File: src/rtl/ccu_ctrl_snoop_collector.sv
// Snoop collector: gathers CR responses from the snooped ports, forwards the first
// data responder's CD beats into the memory unit's CD FIFO and drains all other CD.
module ccu_ctrl_snoop_collector #(
  parameter int NoMstPorts      = 4,
  parameter int AxiDataWidth    = 64,
  parameter int DcacheLineWidth = 128,
  localparam int MstIdxBits     = $clog2(NoMstPorts)
) (
  input  logic                                 clk_i,
  input  logic                                 rst_i,
  input  logic                                 start_valid_i,
  output logic                                 start_ready_o,
  input  logic [NoMstPorts-1:0]                snoop_mask_i,
  input  logic [NoMstPorts-1:0]                cr_valid_i,
  input  logic [NoMstPorts*5-1:0]              cr_resp_i,
  output logic [NoMstPorts-1:0]                cr_ready_o,
  input  logic [NoMstPorts-1:0]                cd_valid_i,
  input  logic [NoMstPorts*AxiDataWidth-1:0]   cd_data_i,
  input  logic [NoMstPorts-1:0]                cd_last_i,
  output logic [NoMstPorts-1:0]                cd_ready_o,
  output logic [AxiDataWidth-1:0]              cd_data_o,
  output logic                                 cd_handshake_o,
  input  logic                                 cd_fifo_full_i,
  output logic                                 done_valid_o,
  input  logic                                 done_ready_i,
  output logic                                 data_available_o,
  output logic [MstIdxBits-1:0]                first_responder_o,
  output logic                                 pass_dirty_o,
  output logic                                 is_shared_o,
  output logic                                 error_o
);
  localparam int Beats = DcacheLineWidth / AxiDataWidth;
  localparam int CntW  = (Beats > 1) ? $clog2(Beats) : 1;

  localparam logic [1:0] IDLE    = 2'd0;
  localparam logic [1:0] WAIT_CR = 2'd1;
  localparam logic [1:0] FWD_CD  = 2'd2;
  localparam logic [1:0] DONE    = 2'd3;

  logic [1:0]                       state_q, state_d;
  logic [NoMstPorts-1:0]            pending_cr_q, drain_pend_q, drain_pend_d;
  logic [NoMstPorts-1:0][CntW-1:0]  beat_cnt_q;
  logic                             chosen_q;
  logic [MstIdxBits-1:0]            first_q;
  logic                             pass_dirty_q, is_shared_q, error_q;

  logic [NoMstPorts-1:0] dt_vec, err_vec, pd_vec, sh_vec, wu_vec;
  logic [NoMstPorts-1:0] cr_hs, cd_hs, beat_last;
  logic                  cd_active, new_found, last_err, unused_was_unique;
  logic [MstIdxBits-1:0] new_first;

  for (genvar g = 0; g < NoMstPorts; g++) begin : g_port
    assign dt_vec[g]    = cr_resp_i[5*g];
    assign err_vec[g]   = cr_resp_i[5*g+1];
    assign pd_vec[g]    = cr_resp_i[5*g+2];
    assign sh_vec[g]    = cr_resp_i[5*g+3];
    assign wu_vec[g]    = cr_resp_i[5*g+4];
    assign beat_last[g] = (beat_cnt_q[g] == CntW'(Beats-1));
  end
  assign unused_was_unique = ^wu_vec;

  // CD is accepted in WAIT_CR as well, so data may overlap the remaining CRs.
  assign cd_active = (state_q == WAIT_CR) || (state_q == FWD_CD);

  always_comb begin
    cr_ready_o = (state_q == WAIT_CR) ? pending_cr_q : '0;
    cd_ready_o = '0;
    for (int i = 0; i < NoMstPorts; i++)
      if (cd_active && drain_pend_q[i])
        cd_ready_o[i] = (chosen_q && first_q == MstIdxBits'(i)) ? !cd_fifo_full_i : 1'b1;
  end

  assign cr_hs          = cr_valid_i & cr_ready_o;
  assign cd_hs          = cd_valid_i & cd_ready_o;
  assign cd_handshake_o = chosen_q & cd_hs[first_q];
  assign cd_data_o      = cd_active ? cd_data_i[AxiDataWidth*first_q +: AxiDataWidth] : '0;

  // Downward scan so the lowest-index same-cycle data responder wins.
  always_comb begin
    new_found = 1'b0;
    new_first = '0;
    for (int i = NoMstPorts-1; i >= 0; i--)
      if (cr_hs[i] && dt_vec[i]) begin
        new_found = 1'b1;
        new_first = MstIdxBits'(i);
      end
  end

  always_comb begin
    last_err = 1'b0;
    for (int i = 0; i < NoMstPorts; i++)
      if (cd_hs[i] && (cd_last_i[i] != beat_last[i])) last_err = 1'b1;
  end

  assign drain_pend_d = (drain_pend_q | (cr_hs & dt_vec)) & ~(cd_hs & beat_last);

  always_comb begin
    state_d = state_q;
    case (state_q)
      IDLE:    if (start_valid_i) state_d = (snoop_mask_i == '0) ? DONE : WAIT_CR;
      WAIT_CR: if (pending_cr_q == '0) state_d = chosen_q ? FWD_CD : DONE;
      FWD_CD:  if (drain_pend_q == '0) state_d = DONE;
      default: if (done_ready_i) state_d = IDLE;
    endcase
  end

  always_ff @(posedge clk_i or posedge rst_i) begin
    if (rst_i) begin
      state_q      <= IDLE;
      pending_cr_q <= '0;
      drain_pend_q <= '0;
      beat_cnt_q   <= '0;
      chosen_q     <= 1'b0;
      first_q      <= '0;
      pass_dirty_q <= 1'b0;
      is_shared_q  <= 1'b0;
      error_q      <= 1'b0;
    end else begin
      state_q <= state_d;
      if (state_q == IDLE) begin
        beat_cnt_q <= '0;
        if (start_valid_i) begin
          pending_cr_q <= snoop_mask_i;
          drain_pend_q <= '0;
          chosen_q     <= 1'b0;
          first_q      <= '0;
          pass_dirty_q <= 1'b0;
          is_shared_q  <= 1'b0;
          error_q      <= 1'b0;
        end
      end else begin
        pending_cr_q <= pending_cr_q & ~cr_hs;
        drain_pend_q <= drain_pend_d;
        for (int i = 0; i < NoMstPorts; i++)
          if (cd_hs[i]) beat_cnt_q[i] <= beat_last[i] ? '0 : beat_cnt_q[i] + CntW'(1);
        if (!chosen_q && new_found) begin
          chosen_q <= 1'b1;
          first_q  <= new_first;
        end
        pass_dirty_q <= pass_dirty_q | (|(cr_hs & pd_vec));
        is_shared_q  <= is_shared_q  | (|(cr_hs & sh_vec));
        error_q      <= error_q | (|(cr_hs & err_vec)) | last_err;
      end
    end
  end

  assign start_ready_o     = (state_q == IDLE);
  assign done_valid_o      = (state_q == DONE);
  assign data_available_o  = chosen_q;
  assign first_responder_o = first_q;
  assign pass_dirty_o      = pass_dirty_q;
  assign is_shared_o       = is_shared_q;
  assign error_o           = error_q;
endmodule

File: config.mk
export PLATFORM = sky130hd
export DESIGN_NAME = ccu_ctrl_snoop_collector
export DESIGN_NICKNAME = d
export VERILOG_FILES = /design/src/rtl/ccu_ctrl_snoop_collector.sv
export SDC_FILE = /design/constraint.sdc
export NUM_CORES = 1
export LEC_CHECK = 0
export ABC_CLOCK_PERIOD_IN_PS = 2500
export CAP_MARGIN = 20
export CORE_AREA = 2 2 146 148
export DETAILED_ROUTE_END_ITERATION = 8
export DIE_AREA = 0 0 148 150
export PLACE_DENSITY = 0.56
export SYNTH_ARGS = -nofsm -noshare
export SYNTH_HDL_FRONTEND = slang
export SYNTH_SLANG_ARGS = --single-unit
File: constraint.sdc
create_clock -name clk_i -period 2.5 [get_ports clk_i]
set_input_delay 0.375 -clock clk_i [delete_from_list [all_inputs] [get_ports clk_i]]
set_output_delay 0.375 -clock clk_i [all_outputs]
set_load 0.005 [all_outputs]
==> results <==
## sequential cells by signal, summed over array words and instances (netlist names)
signal	flops
first_responder_o	2
beat_cnt_q	4
error_o	1
drain_pend_q	4
pending_cr_q	4
state_q	2
pass_dirty_o	1
is_shared_o	1
data_available_o	1
## layout make-up
cell class / count / area share (%)
Timing Repair Buffer: 416 / 53.7
Clock buffer: 4 / 1.13
Sequential cell: 20 / 6.48
Tap cell: 275 / 4.39
Inverter: 6 / 0.287
Multi-Input combinational cell: 245 / 34.0
## metal layers
layer	track usage (%)	routed length, µm	up-vias
met3	2.87	1430	26
met1	21.5	8360	2100
li1	-	-	1962
met5	0	0	-
met4	2.38	246	0
met2	28.2	9960	232
## per-stage QoR
stage | TNS [ns] | std cells | area, µm² | utilization, % | total power [mW]
4_1_cts | -1.20 | 953 | 7650 | 37.0 | 5.85
3_3_place_gp | -0.175 | 942 | 7470 | 36.1 | 5.45
5_1_grt | 0 | 966 | 7840 | 37.9 | 6.22
3_5_place_dp | -0.180 | 942 | 7470 | 36.1 | 5.51
2_1_floorplan | 0 | 304 | 3350 | - | 2.74
6_report | 0 | 966 | 7840 | 37.9 | 5.81
## cells by family (layout without fill, tap and decap cells)
group | Yosys count | in the layout
AOI/OAI and AO/OA | 44 | 44
and+or+nand+nor | 119 | 119
xor gates and xnor gates | 8 | 8
DFF | 20 | 20
muxes | 70 | 70
buffers and inverters | 39 | 426
adders and majority gates | 4 | 4
## critical path, delay by kind of cell, from the launching register on
kind                   cells  cell delay (ns)
buffers and inverters      2             0.62
multiplexers               1             0.56
AND/OR/NAND/NOR            1             0.19
flip-flops                 1             0.47
## power breakdown
| part | total, mW | leakage, nW | internal [mW] | switching (mW) |
|---|---|---|---|---|
| sequential | 0.610 | 0.260 | 0.457 | 0.153 |
| clock | 0.370 | 0.0442 | 0.244 | 0.126 |
| combinational | 4.83 | 2.97 | 2.86 | 1.97 |
| total | 5.81 | 3.27 | 3.56 | 2.25 |
## worst min path at each step
| stage | to | slack, ns | cells past startpoint |
|---|---|---|---|
| detailed placement | pass_dirty_o | 0.47 | 1 |
| floorplan | beat_cnt_q[0] | 0.34 | 1 |
| global route | pass_dirty_o | 0.52 | 1 |
| global placement | is_shared_o | 0.47 | 1 |
| finish | is_shared_o | 0.49 | 1 |
| CTS | pass_dirty_o | 0.48 | 1 |
## placed cells by master, fill, tap and decap left out, drive strengths merged, types with 3 or more instances in the layout
cell type / Yosys / routed
a22o: 6 / 6
and3: 5 / 5
nand3: 4 / 4
inv: 6 / 6
ha: 4 / 4
and2: 69 / 69
o41ai: 3 / 3
a22oi: 5 / 5
clkdlybuf4s50: 0 / 319
nor3: 3 / 3
clkbuf: 19 / 11
buf: 14 / 42
xnor2: 6 / 6
nand2: 14 / 14
mux2i: 3 / 3
dlymetal6s2s: 0 / 27
o21ai: 6 / 6
dfrtp: 20 / 20
nor2: 11 / 11
a21oi: 13 / 13
mux4: 65 / 65
dlygate4sd2: 0 / 16
clkdlybuf4s15: 0 / 5
## what timing repair did
item,CTS,global route
gates resized for setup,40,50
cloned,1,1
buffers inserted,6,12
endpoints found under the setup margin,60,32
pin swaps,0,1
==> impl_metrics.env <==
export IMPL_syn_inst=304
export IMPL_path_clk_slew_ns=0.06
export IMPL_synth_adder_area_share_pct=1.50
export IMPL_fp_coreArea_um2=20700
export IMPL_n_antenna_cell=0
export IMPL_clock_sinks=20
export IMPL_drt_wl_total_mm=20.0
export IMPL_grt_use_total_pct=16.2
export IMPL_setup_ws_ns=0.0151
export IMPL_cts_root_buffer="clkbuf_16"
export IMPL_synth_compound_area_share_pct=8.82
export IMPL_synth_fp_nets=605
export IMPL_vias_per_cell=4.47
export IMPL_start_util_pct=16.2
export IMPL_die_area_um2=22200
export IMPL_regArea_um2=508
export IMPL_drtIter0Drc=120
export IMPL_htreeDepth=1
export IMPL_start_kind="flop"
export IMPL_yosysTopAreaCellShare_pct=43.7
export IMPL_crit_path_end="cd_data_o[32]"
export IMPL_status="finished clean"
export IMPL_cts_buffers=3
export IMPL_fmax_ghz=0.402
export IMPL_hpwlAfterDp_mm=16.4
export IMPL_yosysMostFrequentCell="and2_1"
export IMPL_power_density_nw_per_um2=741
export IMPL_r2r_slack_ns=0.47
export IMPL_skew_ns=0.00396
export IMPL_rr_startpoint="state_q[0]"
export IMPL_drc=0
export IMPL_hold_ws_ns=0.485
export IMPL_grt_max_degree=43
export IMPL_synth_area_um2=3350
export IMPL_drive_gt1_share_pct=19.0
export IMPL_synth_area_mux_share_pct=45.3
export IMPL_firstDrtPassIters=4
export IMPL_p_leak_nw=3.27
export IMPL_fp_dieH_um=150
export IMPL_r2r_end="error_o"
export IMPL_die_x_um=148
export IMPL_end_kind="primary output"
export IMPL_reg2reg_depth=6
export IMPL_routed_via_count=4320
export IMPL_criticalPathCategory="reg2out"
export IMPL_seq_area_frac_synth_pct=15.0
export IMPL_pre_cts_ws_ns=-0.180
export IMPL_cpPeakStageDelay_ns=0.56
export IMPL_synth_top_family_by_area="multiplexers"
export IMPL_port_buffers=373
export IMPL_fin_crit_ns=2.48
export IMPL_min_path_type="reg2reg"
export IMPL_setup_violations=0
export IMPL_cp_startpoint="first_responder_o[0]"
export IMPL_max_cap_viol_count=0
export IMPL_yosys_top_cells_area="mux4_2, dfrtp_1, and2_1"
export IMPL_hold_viol=0
export IMPL_arrival_ns=2.11
export IMPL_synth_largest_area_cell="mux4_2"
export IMPL_clock_latency_ns=0.25
export IMPL_crit_required_ns=2.12
export IMPL_crit_slowest_cell="mux4_2"
export IMPL_async_flop_share_pct=100
export IMPL_netlist_top_cells_count="and2_1, mux4_2, dfrtp_1"
export IMPL_syn_avg_cell_area_um2=11.0
export IMPL_cts_tree="yes"
export IMPL_multi_input_area_um2=2660
export IMPL_syn2layout_area_growth_pct=134
export IMPL_ys_warn_count=0
export IMPL_synth_edf_count=0
export IMPL_ys_ff_latch=20
export IMPL_synth_cell_types=42
export IMPL_grt_pass1_wl_mm=27.9
export IMPL_hp_start="is_shared_o"
export IMPL_holdBufCountCts=0
export IMPL_antenna_found_initial=0
export IMPL_yosys_area_share_simple_pct=21.1
export IMPL_grt_ovfl_total=0
export IMPL_cts_max_path_buffers=2
export IMPL_final_nets=993
export IMPL_rsz0062_at_grt="no"
export IMPL_min_period_over_period_pct=99.4
export IMPL_tightest_slew_ns=0.815
export IMPL_ant_nets=0
export IMPL_synth_xor_area_share_pct=2.09
export IMPL_io_pins=378
export IMPL_nFillCells=2058
export IMPL_ir_drop_mv=0.398
export IMPL_slew_headroom_pct=45.6
export IMPL_row_count=53
export IMPL_slew_violations=0
export IMPL_ys_flop_type="dfrtp_1"
export IMPL_grt_pass1_vias=4655
export IMPL_cp_cell_sequence="buf_12, mux4_2, and2_1, clkdlybuf4s50_1"
export IMPL_wire_per_inst_um=20.7
export IMPL_worstPathMaxFanout=13
export IMPL_gp_congestion=0.806
Power figures use the tool's default switching activity.
